### src/rtl/fx3_packet_source.sv
// fx3_packet_source
// Upstream data stage for the FX3 GPIF read state machine (FX3 clock domain).
// Drains 10-bit samples from a show-ahead dual-clock FIFO and presents them,
// zero-extended, as 16-bit words on the GPIF data bus while the downstream
// machine is reading. Flags packet availability, counts completed packets and
// records FIFO starvation.
//
// Optional build macro: TEST_PATTERN_EN
//   Adds the testMode input. With testMode=1 the FIFO is ignored and words come
//   from an internal 10-bit wrapping counter; dataAvailable is 1 whenever idle.
//
// Ports:
//   fx3_clock        in   GPIF clock, all logic on the rising edge
//   nReset           in   synchronous active-low reset
//   fx3isReading     in   downstream machine is transferring a packet
//   fifoRdData[9:0]  in   FIFO head sample (valid while fifoRdEmpty=0)
//   fifoRdEmpty      in   FIFO empty flag
//   fifoUsedWords    in   FIFO read-side fill level
//   testMode         in   (TEST_PATTERN_EN only) select internal pattern source
//   fifoRdReq        out  combinational FIFO read acknowledge (pops head)
//   fx3Data[15:0]    out  GPIF data word, one cycle after the consuming cycle
//   dataAvailable    out  a full packet is buffered and the block is idle
//   bufferUnderflow  out  sticky: FIFO was empty during a read slot
//   packetCount      out  completed packets, wrapping
module fx3_packet_source #(
  parameter int unsigned PACKET_WORDS    = 8192,
  parameter int unsigned AVAIL_THRESHOLD = 8192,
  parameter int unsigned USEDW_WIDTH     = 16
) (
  input  logic                   fx3_clock,
  input  logic                   nReset,
  input  logic                   fx3isReading,
  input  logic [9:0]             fifoRdData,
  input  logic                   fifoRdEmpty,
  input  logic [USEDW_WIDTH-1:0] fifoUsedWords,
`ifdef TEST_PATTERN_EN
  input  logic                   testMode,
`endif
  output logic                   fifoRdReq,
  output logic [15:0]            fx3Data,
  output logic                   dataAvailable,
  output logic                   bufferUnderflow,
  output logic [15:0]            packetCount
);

  localparam int unsigned WC_W     = 16;
  localparam int unsigned PC_W     = 16;
  localparam int unsigned SAMPLE_W = 10;
  localparam int unsigned DATA_W   = 16;
  localparam int unsigned PAD_W    = DATA_W - SAMPLE_W;

  // Index of the final word of a packet; reaching it closes the packet.
  localparam logic [WC_W-1:0] LAST_WORD = WC_W'(PACKET_WORDS - 1);

  typedef enum logic [1:0] {
    S_IDLE   = 2'd0,
    S_STREAM = 2'd1,
    S_GAP    = 2'd2
  } state_e;

  state_e              state_q,        state_d;
  logic [WC_W-1:0]     word_count_q,   word_count_d;
  logic [PC_W-1:0]     packet_count_q, packet_count_d;
  logic [DATA_W-1:0]   fx3_data_q,     fx3_data_d;
  logic                data_avail_q,   data_avail_d;
  logic                underflow_q,    underflow_d;
`ifdef TEST_PATTERN_EN
  logic [SAMPLE_W-1:0] pattern_q,      pattern_d;
  logic                pattern_slot_c;
`endif

  logic slot_c;         // a read slot: downstream reading and not in the gap
  logic pop_c;          // slot served from the FIFO head
  logic starve_c;       // slot with nothing to serve from the FIFO
  logic avail_level_c;  // FIFO holds at least a threshold's worth of words

  // Slot classification; the pattern source, when selected, hides the FIFO.
  always_comb begin
    slot_c = fx3isReading && (state_q != S_GAP);
`ifdef TEST_PATTERN_EN
    pop_c          = slot_c && !testMode && !fifoRdEmpty;
    starve_c       = slot_c && !testMode && fifoRdEmpty;
    pattern_slot_c = slot_c && testMode;
`else
    pop_c          = slot_c && !fifoRdEmpty;
    starve_c       = slot_c && fifoRdEmpty;
`endif
  end

  assign avail_level_c = (32'(fifoUsedWords) >= AVAIL_THRESHOLD);

  // The FIFO must never be popped while this block is held in reset.
  assign fifoRdReq = nReset && pop_c;

  // Packet framing FSM: next state, word and packet counters.
  always_comb begin
    state_d        = state_q;
    word_count_d   = word_count_q;
    packet_count_d = packet_count_q;

    unique case (state_q)
      S_IDLE, S_STREAM: begin
        if (slot_c) begin
          // Every slot counts, starved or not, so packet length is fixed.
          if (word_count_q == LAST_WORD) begin
            state_d        = S_GAP;
            word_count_d   = '0;
            packet_count_d = packet_count_q + PC_W'(1);
          end else begin
            state_d      = S_STREAM;
            word_count_d = word_count_q + WC_W'(1);
          end
        end else begin
          // Reading stopped mid-packet: drop the partial packet.
          state_d      = S_IDLE;
          word_count_d = '0;
        end
      end
      S_GAP: begin
        state_d      = S_IDLE;
        word_count_d = '0;
      end
      default: begin
        state_d      = S_IDLE;
        word_count_d = '0;
      end
    endcase
  end

  // Data word, underflow flag, availability flag and pattern counter.
  always_comb begin
    fx3_data_d  = fx3_data_q;
    underflow_d = underflow_q;
`ifdef TEST_PATTERN_EN
    pattern_d   = pattern_q;
`endif

    if (pop_c) begin
      fx3_data_d = {{PAD_W{1'b0}}, fifoRdData};
    end else if (starve_c) begin
      fx3_data_d  = '0;
      underflow_d = 1'b1;
    end
`ifdef TEST_PATTERN_EN
    if (pattern_slot_c) begin
      fx3_data_d = {{PAD_W{1'b0}}, pattern_q};
      pattern_d  = pattern_q + SAMPLE_W'(1);
    end
`endif

    // Judged on the state being entered so the flag drops as streaming starts.
`ifdef TEST_PATTERN_EN
    data_avail_d = (state_d == S_IDLE) && (testMode || avail_level_c);
`else
    data_avail_d = (state_d == S_IDLE) && avail_level_c;
`endif
  end

  // State and output registers with synchronous active-low reset.
  always_ff @(posedge fx3_clock) begin
    if (!nReset) begin
      state_q        <= S_IDLE;
      word_count_q   <= '0;
      packet_count_q <= '0;
      fx3_data_q     <= '0;
      data_avail_q   <= 1'b0;
      underflow_q    <= 1'b0;
`ifdef TEST_PATTERN_EN
      pattern_q      <= '0;
`endif
    end else begin
      state_q        <= state_d;
      word_count_q   <= word_count_d;
      packet_count_q <= packet_count_d;
      fx3_data_q     <= fx3_data_d;
      data_avail_q   <= data_avail_d;
      underflow_q    <= underflow_d;
`ifdef TEST_PATTERN_EN
      pattern_q      <= pattern_d;
`endif
    end
  end

  assign fx3Data         = fx3_data_q;
  assign dataAvailable   = data_avail_q;
  assign bufferUnderflow = underflow_q;
  assign packetCount     = packet_count_q;

endmodule

### config.mk
export PLATFORM = sky130hd
export DESIGN_NAME = fx3_packet_source
export DESIGN_NICKNAME = d
export VERILOG_FILES = /design/src/rtl/fx3_packet_source.sv
export SDC_FILE = /design/constraint.sdc
export NUM_CORES = 1
export LEC_CHECK = 0
export BUFFER_PORTS_ARGS = -buffer_cell sky130_fd_sc_hd__buf_2
export CORE_ASPECT_RATIO = 1.4
export CORE_UTILIZATION = 50
export CTS_CLUSTER_SIZE = 14
export DETAILED_ROUTE_END_ITERATION = 8
export GPL_TIMING_DRIVEN = 1
export PLACE_DENSITY = 0.79
export SETUP_SLACK_MARGIN = 0.1
export SLEW_MARGIN = 20
export SYNTH_ARGS = -nofsm -noshare
export SYNTH_HDL_FRONTEND = slang
export SYNTH_SLANG_ARGS = --single-unit
### constraint.sdc
create_clock -name fx3_clock -period 2.45 [get_ports fx3_clock]
set_input_delay 0.3675 -clock fx3_clock [delete_from_list [all_inputs] [get_ports fx3_clock]]
set_output_delay 0.3675 -clock fx3_clock [all_outputs]
set_load 0.005 [all_outputs]
==> results.sh, run 1 <==
export IMPL_grt_overflow=0
export IMPL_pin_count=65
export IMPL_crit_fanout=22
export IMPL_die_area_um2=4300
export IMPL_core_um2=3880
export IMPL_dieHeight_um=77.2
export IMPL_clkPwrFrac_pct=34.5
export IMPL_crit_required_ns=2.68
export IMPL_path_clk_slew_ns=0.08
export IMPL_nNetsFinal=296
export IMPL_cp_startpoint="word_count_q[0]$_SDFF_PP0_"
export IMPL_p_comb_share_pct=4.7
export IMPL_cts_buffer_depth=2
export IMPL_final_common_cell="dfxtp_1"
export IMPL_num_vias=1749
export IMPL_finalSetupViolCount=0
export IMPL_clk_latency_ns=0.30
export IMPL_area_growth_pct=15.4
export IMPL_layout_setup_ws_ns=0.371
export IMPL_drt_pass1_iterations=4
export IMPL_clock_root_buffer="clkbuf_8"
export IMPL_ff2ff_path_depth=5
export IMPL_grt_pass1_vias=1583
export IMPL_cts_made_buffers=5
export IMPL_dieWidth_um=55.7
export IMPL_outcome="finished, final reports clean"
export IMPL_drive_gt1_share_pct=22.3
export IMPL_drc=0
export IMPL_cts_tree="done"
export IMPL_hold_start="fifoRdData[5]"
export IMPL_rows=27
export IMPL_p_int_uw=981
export IMPL_h_tree_depth=2
export IMPL_switching_share_pct=21.9
export IMPL_seq_power_share_pct=60.8
export IMPL_synth_edf_count=0
export IMPL_netlist_area_um2=2020
export IMPL_postCtsSetupRepairBufs=0
export IMPL_utilization_pct=59.9
export IMPL_rsz0062_at_grt="false"
export IMPL_leakagePower_uw=0.000913
export IMPL_critPathArrivalTime_ns=2.31
export IMPL_numClockSinks=46
export IMPL_grt_max_degree=23
export IMPL_power_density_nw_per_um2=539
export IMPL_tns_ns=0
export IMPL_min_period_ns=2.08
export IMPL_postSynthCellCount=219
export IMPL_yosysSeqAreaShare_pct=45.6
export IMPL_startpoint_type="flip-flop"
export IMPL_yosys_most_used_dff="dfxtp_1"
export IMPL_post_place_ws_ns=0.371
export IMPL_ys_warnings_count=0
export IMPL_power_switching_uw=275
export IMPL_max_cap_violations=0
export IMPL_gr_usage_all_layers_pct=18.7
export IMPL_grt_pass1_wl_um=6510
export IMPL_period_share_pct=84.9
export IMPL_gp_congestion=0.783
export IMPL_wl_per_cell_um=12.5
export IMPL_routed_wl_um=3830
export IMPL_antennaDiodeCount=0
export IMPL_synth_cell_types=33
export IMPL_crit_type="flip-flop to flip-flop"
export IMPL_dp_final_hpwl_um=2710
export IMPL_reg2reg_to="packetCount[15]$_SDFFE_PN0P_"
export IMPL_viasPerCell=5.70
export IMPL_hold_viol=0
export IMPL_port_buffers=45
export IMPL_syn_area_per_cell_um2=9.22
export IMPL_r2r_start="word_count_q[0]$_SDFF_PP0_"
export IMPL_ir_worst_vdd_uv=457
export IMPL_ys_ff_latch=46
export IMPL_hold_end="fx3Data[5]$_SDFFE_PN0P_"
export IMPL_drtIter0Drc=51
export IMPL_clock_skew_ns=0.00808
export IMPL_finalMaxSlewViolations=0
export IMPL_max_freq_ghz=0.481
export IMPL_cts_hold_buf=0
export IMPL_hold_depth=2
export IMPL_ant_nets=0
export IMPL_antenna_found_initial=0
export IMPL_ctsResizeCount=0
export IMPL_layout_common_cells="dfxtp_1 (46), buf_2 (45), a21oi_1 (18)"
export IMPL_synthArstFlopShare_pct=0
export IMPL_rrSetupSlack_ns=0.37
export IMPL_hp_class="input port to flip-flop"
export IMPL_initial_core_util_pct=51.9
export IMPL_cp_end_kind="flip-flop"
flip-flops by register name, indices dropped and copies added, names as in the netlist:
| name | count |
|---|---|
| bufferUnderflow | 1 |
| dataAvailable | 1 |
| fx3Data | 10 |
| packetCount | 16 |
| state_q | 2 |
| word_count_q | 16 |
kinds of logic (layout without fill, tap and decap cells):
family,Yosys count,in the layout,synth area share (%)
XOR/XNOR,11,11,4.77
buffers and inverters,26,66,6.70
AND/OR/NAND/NOR,83,83,25.1
adder cells (fa/ha/maj),2,2,1.24
flip-flops,46,46,45.6
other,1,6,0.186
AO/OA/AOI/OAI,50,50,16.4
power by group through the flow:
stage / clock network, µW / registers, µW / logic, µW
floorplan: 0 / 782 / 35.0
global route: 480 / 765 / 65.2
detailed placement: 0 / 781 / 59.8
CTS: 446 / 764 / 59.6
global placement: 0 / 781 / 58.1
finish: 433 / 764 / 58.8
metal layers:
| metal | track usage [%] | share of wire, % |
|---|---|---|
| met2 | 33.0 | 49 |
| met4 | 8.00 | 1.7 |
| met5 | 0 | 0 |
| met3 | 4.55 | 4.5 |
| met1 | 20.9 | 44 |
through the flow:
step / total power, µW / instance area, µm² / hold slack, ns / std cells
after detailed placement: 841 / 2250 / 0.451 / 300
after CTS: 1270 / 2330 / 0.277 / 307
after global placement: 839 / 2250 / 0.444 / 300
final: 1260 / 2330 / 0.284 / 307
after global routing: 1310 / 2330 / 0.275 / 307
after floorplan: 817 / 2040 / 0.430 / 224
final cells by class:
cell class / instances / area [µm²]
Clock buffer: 6 / 72.6
Clock inverter: 1 / 7.51
Fill cell: 367 / 1560
Inverter: 10 / 37.5
Multi-Input combinational cell: 152 / 981
Sequential cell: 46 / 921
Tap cell: 43 / 53.8
Timing Repair Buffer: 49 / 255
synthesized netlist by cell type (3+ instances only):
cell type,n,share of area (%)
dfxtp_1,46,46
a21oi_1,18,4.5
nor2_1,15,2.8
o31ai_1,14,5.2
or4_1,14,5.2
nand3_1,12,3.0
nand2_1,11,2.0
a22o_1,10,4.3
inv_1,9,1.7
buf_4,7,2.6
nand4_1,6,1.9
nor3_1,6,1.5
xnor2_1,6,2.6
clkbuf_1,5,0.93
o21ai_0,5,1.2
xor2_1,5,2.2
and4_1,4,1.7
or3_1,4,1.2
buf_2,3,0.74
o21a_1,3,1.1
worst max-delay path: stages (launching register included):
cell and delay, ns:
dfxtp_1 0.37, ha_1 0.23, and4_1 0.38, nand4_4 0.31, or4_1 0.58, a21oi_1 0.14
worst max path at each step:
stage,slack [ns],end,cells after the start
after global routing,0.23,packetCount[11]$_SDFFE_PN0P_,5
after CTS,0.34,packetCount[15]$_SDFFE_PN0P_,5
final,0.37,packetCount[15]$_SDFFE_PN0P_,5
after global placement,0.43,packetCount[11]$_SDFFE_PN0P_,5
after detailed placement,0.37,packetCount[11]$_SDFFE_PN0P_,5
after floorplan,0.70,packetCount[10]$_SDFFE_PN0P_,7
(Power assumes the default switching activity.)
==> run 2: changes to the inputs <==
Settings changed: CORE_UTILIZATION 50 to 45, PLACE_DENSITY 0.79 to 0.75.
Clock period 2.45 ns to 1.8 ns, I/O delays scaled along.
==> run 2 against run 1 <==
Sequential share of layout area decreased by 4.7 points. Largest power group unchanged. Worst setup slack got worse by 0.29 ns. Die area rose by 11%. Routed wire length up 18%. Clock-buffer cell count unchanged. Critical path type unchanged. Largest cell class unchanged.
==> results.sh, run 2 (same netlist as run 1, synthesis figures left out) <==
export IMPL_cp_end_kind="flip-flop"
export IMPL_antennaDiodeCount=0
export IMPL_max_freq_ghz=0.580
export IMPL_startpoint_type="flip-flop"
export IMPL_gp_congestion=0.808
export IMPL_h_tree_depth=2
export IMPL_clk_latency_ns=0.30
export IMPL_crit_required_ns=2.04
export IMPL_post_place_ws_ns=-0.0274
export IMPL_dieHeight_um=81.2
export IMPL_p_int_uw=1380
export IMPL_reg2reg_to="packetCount[12]$_SDFFE_PN0P_"
export IMPL_power_density_nw_per_um2=662
export IMPL_seq_power_share_pct=58.2
export IMPL_period_share_pct=95.7
export IMPL_min_period_ns=1.72
export IMPL_timing_critical_path_buf_inv=1
export IMPL_gr_usage_all_layers_pct=19.5
export IMPL_rrSetupSlack_ns=0.08
export IMPL_final_common_cell="buf_2"
export IMPL_power_uw=1780
export IMPL_dieWidth_um=58.6
export IMPL_drtIter0Drc=90
export IMPL_path_clk_slew_ns=0.08
export IMPL_hp_class="input port to flip-flop"
export IMPL_rows=28
export IMPL_hold_viol=0
export IMPL_routed_wl_um=4540
export IMPL_antenna_found_initial=0
export IMPL_pin_count=65
export IMPL_nNetsFinal=323
export IMPL_dp_final_hpwl_um=3050
export IMPL_layout_common_cells="buf_2 (45), dfxtp_1 (37), buf_4 (26)"
export IMPL_crit_fanout=7
export IMPL_cts_buffer_depth=2
export IMPL_hold_start="fifoRdData[8]"
export IMPL_max_stage_delay_ns=0.50
export IMPL_drive_gt1_share_pct=37.7
export IMPL_critPathArrivalTime_ns=1.96
export IMPL_rsz0062_at_grt="true"
export IMPL_initial_core_util_pct=47.2
export IMPL_numClockSinks=46
export IMPL_crit_type="flip-flop to flip-flop"
export IMPL_finalMaxSlewViolations=0
export IMPL_grt_overflow=0
export IMPL_finalSetupViolCount=0
export IMPL_viasPerCell=5.33
export IMPL_p_comb_share_pct=5.3
export IMPL_cts_hold_buf=0
export IMPL_slowest_stage="or4_1"
export IMPL_fin_hold_ws_ns=0.178
export IMPL_layout_setup_ws_ns=0.0767
export IMPL_max_cap_violations=0
export IMPL_area_growth_pct=33.3
export IMPL_cts_tree="done"
export IMPL_clkPwrFrac_pct=36.5
export IMPL_ant_nets=0
export IMPL_grt_pass1_vias=1707
export IMPL_ir_worst_vdd_uv=408
export IMPL_hold_end="fx3Data[8]$_SDFFE_PN0P_"
export IMPL_power_switching_uw=398
export IMPL_drt_pass1_iterations=4
export IMPL_path_cells="nor4b_4, buf_4, nand4_1, or4_1, a21oi_2"
export IMPL_ff2ff_path_depth=5
export IMPL_outcome="finished, final reports clean"
export IMPL_hold_depth=2
export IMPL_grt_pass1_wl_um=7090
export IMPL_port_buffers=45
export IMPL_crit_family="simple AND/OR/NAND/NOR gates"
export IMPL_cts_made_buffers=5
export IMPL_core_um2=4270
export IMPL_wl_per_cell_um=12.9
export IMPL_grt_max_degree=18
export IMPL_drc=0
export IMPL_utilization_pct=62.9
export IMPL_switching_share_pct=22.3
export IMPL_clock_skew_ns=0.00684
export IMPL_r2r_start="word_count_q[14]$_SDFF_PP0_"
export IMPL_die_area_um2=4760
export IMPL_leakagePower_uw=0.00110
export IMPL_clock_root_buffer="clkbuf_8"
export IMPL_num_vias=1876
==> run 2: changes by cell type in the layout (fill, tap and decap cells not counted), moves of 2 or more <==
cell	previous run	this run
and4_4	0	2
dfxtp_4	0	2
a21oi_1	18	15
dfxtp_2	0	7
and4_1	4	2
nand4_4	1	4
buf_4	4	26
or4_1	14	12
dfxtp_1	46	37
buf_6	0	3
or4_4	0	2
a21oi_2	0	3
==> run 2: what timing repair did <==
item | 4_1_cts | 5_1_grt
setup buffers | 3 | 4
resized for setup | 10 | 22
endpoints found under the setup margin | 32 | 34
pin swaps | 6 | 12
gates cloned | 2 | 1
==> run 2: worst max-delay path by stage <==
stage	slack, ns	cells past startpoint	from	to
after floorplan	0.11	7	word_count_q[0]$_SDFF_PP0_	packetCount[10]$_SDFFE_PN0P_
after global placement	0.03	5	word_count_q[1]$_SDFF_PP0_	packetCount[11]$_SDFFE_PN0P_
after detailed placement	-0.03	5	word_count_q[1]$_SDFF_PP0_	packetCount[12]$_SDFFE_PN0P_
after CTS	0.06	5	word_count_q[0]$_SDFF_PP0_	packetCount[3]$_SDFFE_PN0P_
after global routing	-0.006	5	word_count_q[14]$_SDFF_PP0_	packetCount[14]$_SDFFE_PN0P_
final	0.08	5	word_count_q[14]$_SDFF_PP0_	packetCount[12]$_SDFFE_PN0P_
==> run 2: area by class of cell <==
cell class	instances	area [µm²]
clock buffers	6	82.6
clock inverters	2	12.5
well taps	60	75.1
inverters	10	37.5
multi-input cells	154	1090
fillers	384	1580
flip-flops and latches	46	937
repair buffers	74	454
==> run 2: power by group through the flow <==
| stage | registers [µW] | clock network, µW | logic, µW |
|---|---|---|---|
| 3_3_place_gp | 1060 | 0 | 84.9 |
| 5_1_grt | 1040 | 718 | 106 |
| 3_5_place_dp | 1060 | 0 | 86.8 |
| 4_1_cts | 1040 | 671 | 92.4 |
| 6_report | 1040 | 649 | 94.9 |
| 2_1_floorplan | 1060 | 0 | 47.8 |
==> run 2: routing by layer <==
metal	part of all wire [%]	up-vias	track usage, %
li1	-	950	-
met2	51	53	34.5
met4	1.6	0	9.05
met1	43	867	21.3
met3	4.7	6	5.57
met5	0	-	0
==> run 2: per-stage QoR <==
step                      cells  instance area, µm²  TNS (ns)
after floorplan             224                2050         0
after global placement      336                2420         0
after detailed placement    336                2420   -0.0626
after global routing        352                2690  -0.00589
final                       352                2690         0
after CTS                   348                2570         0
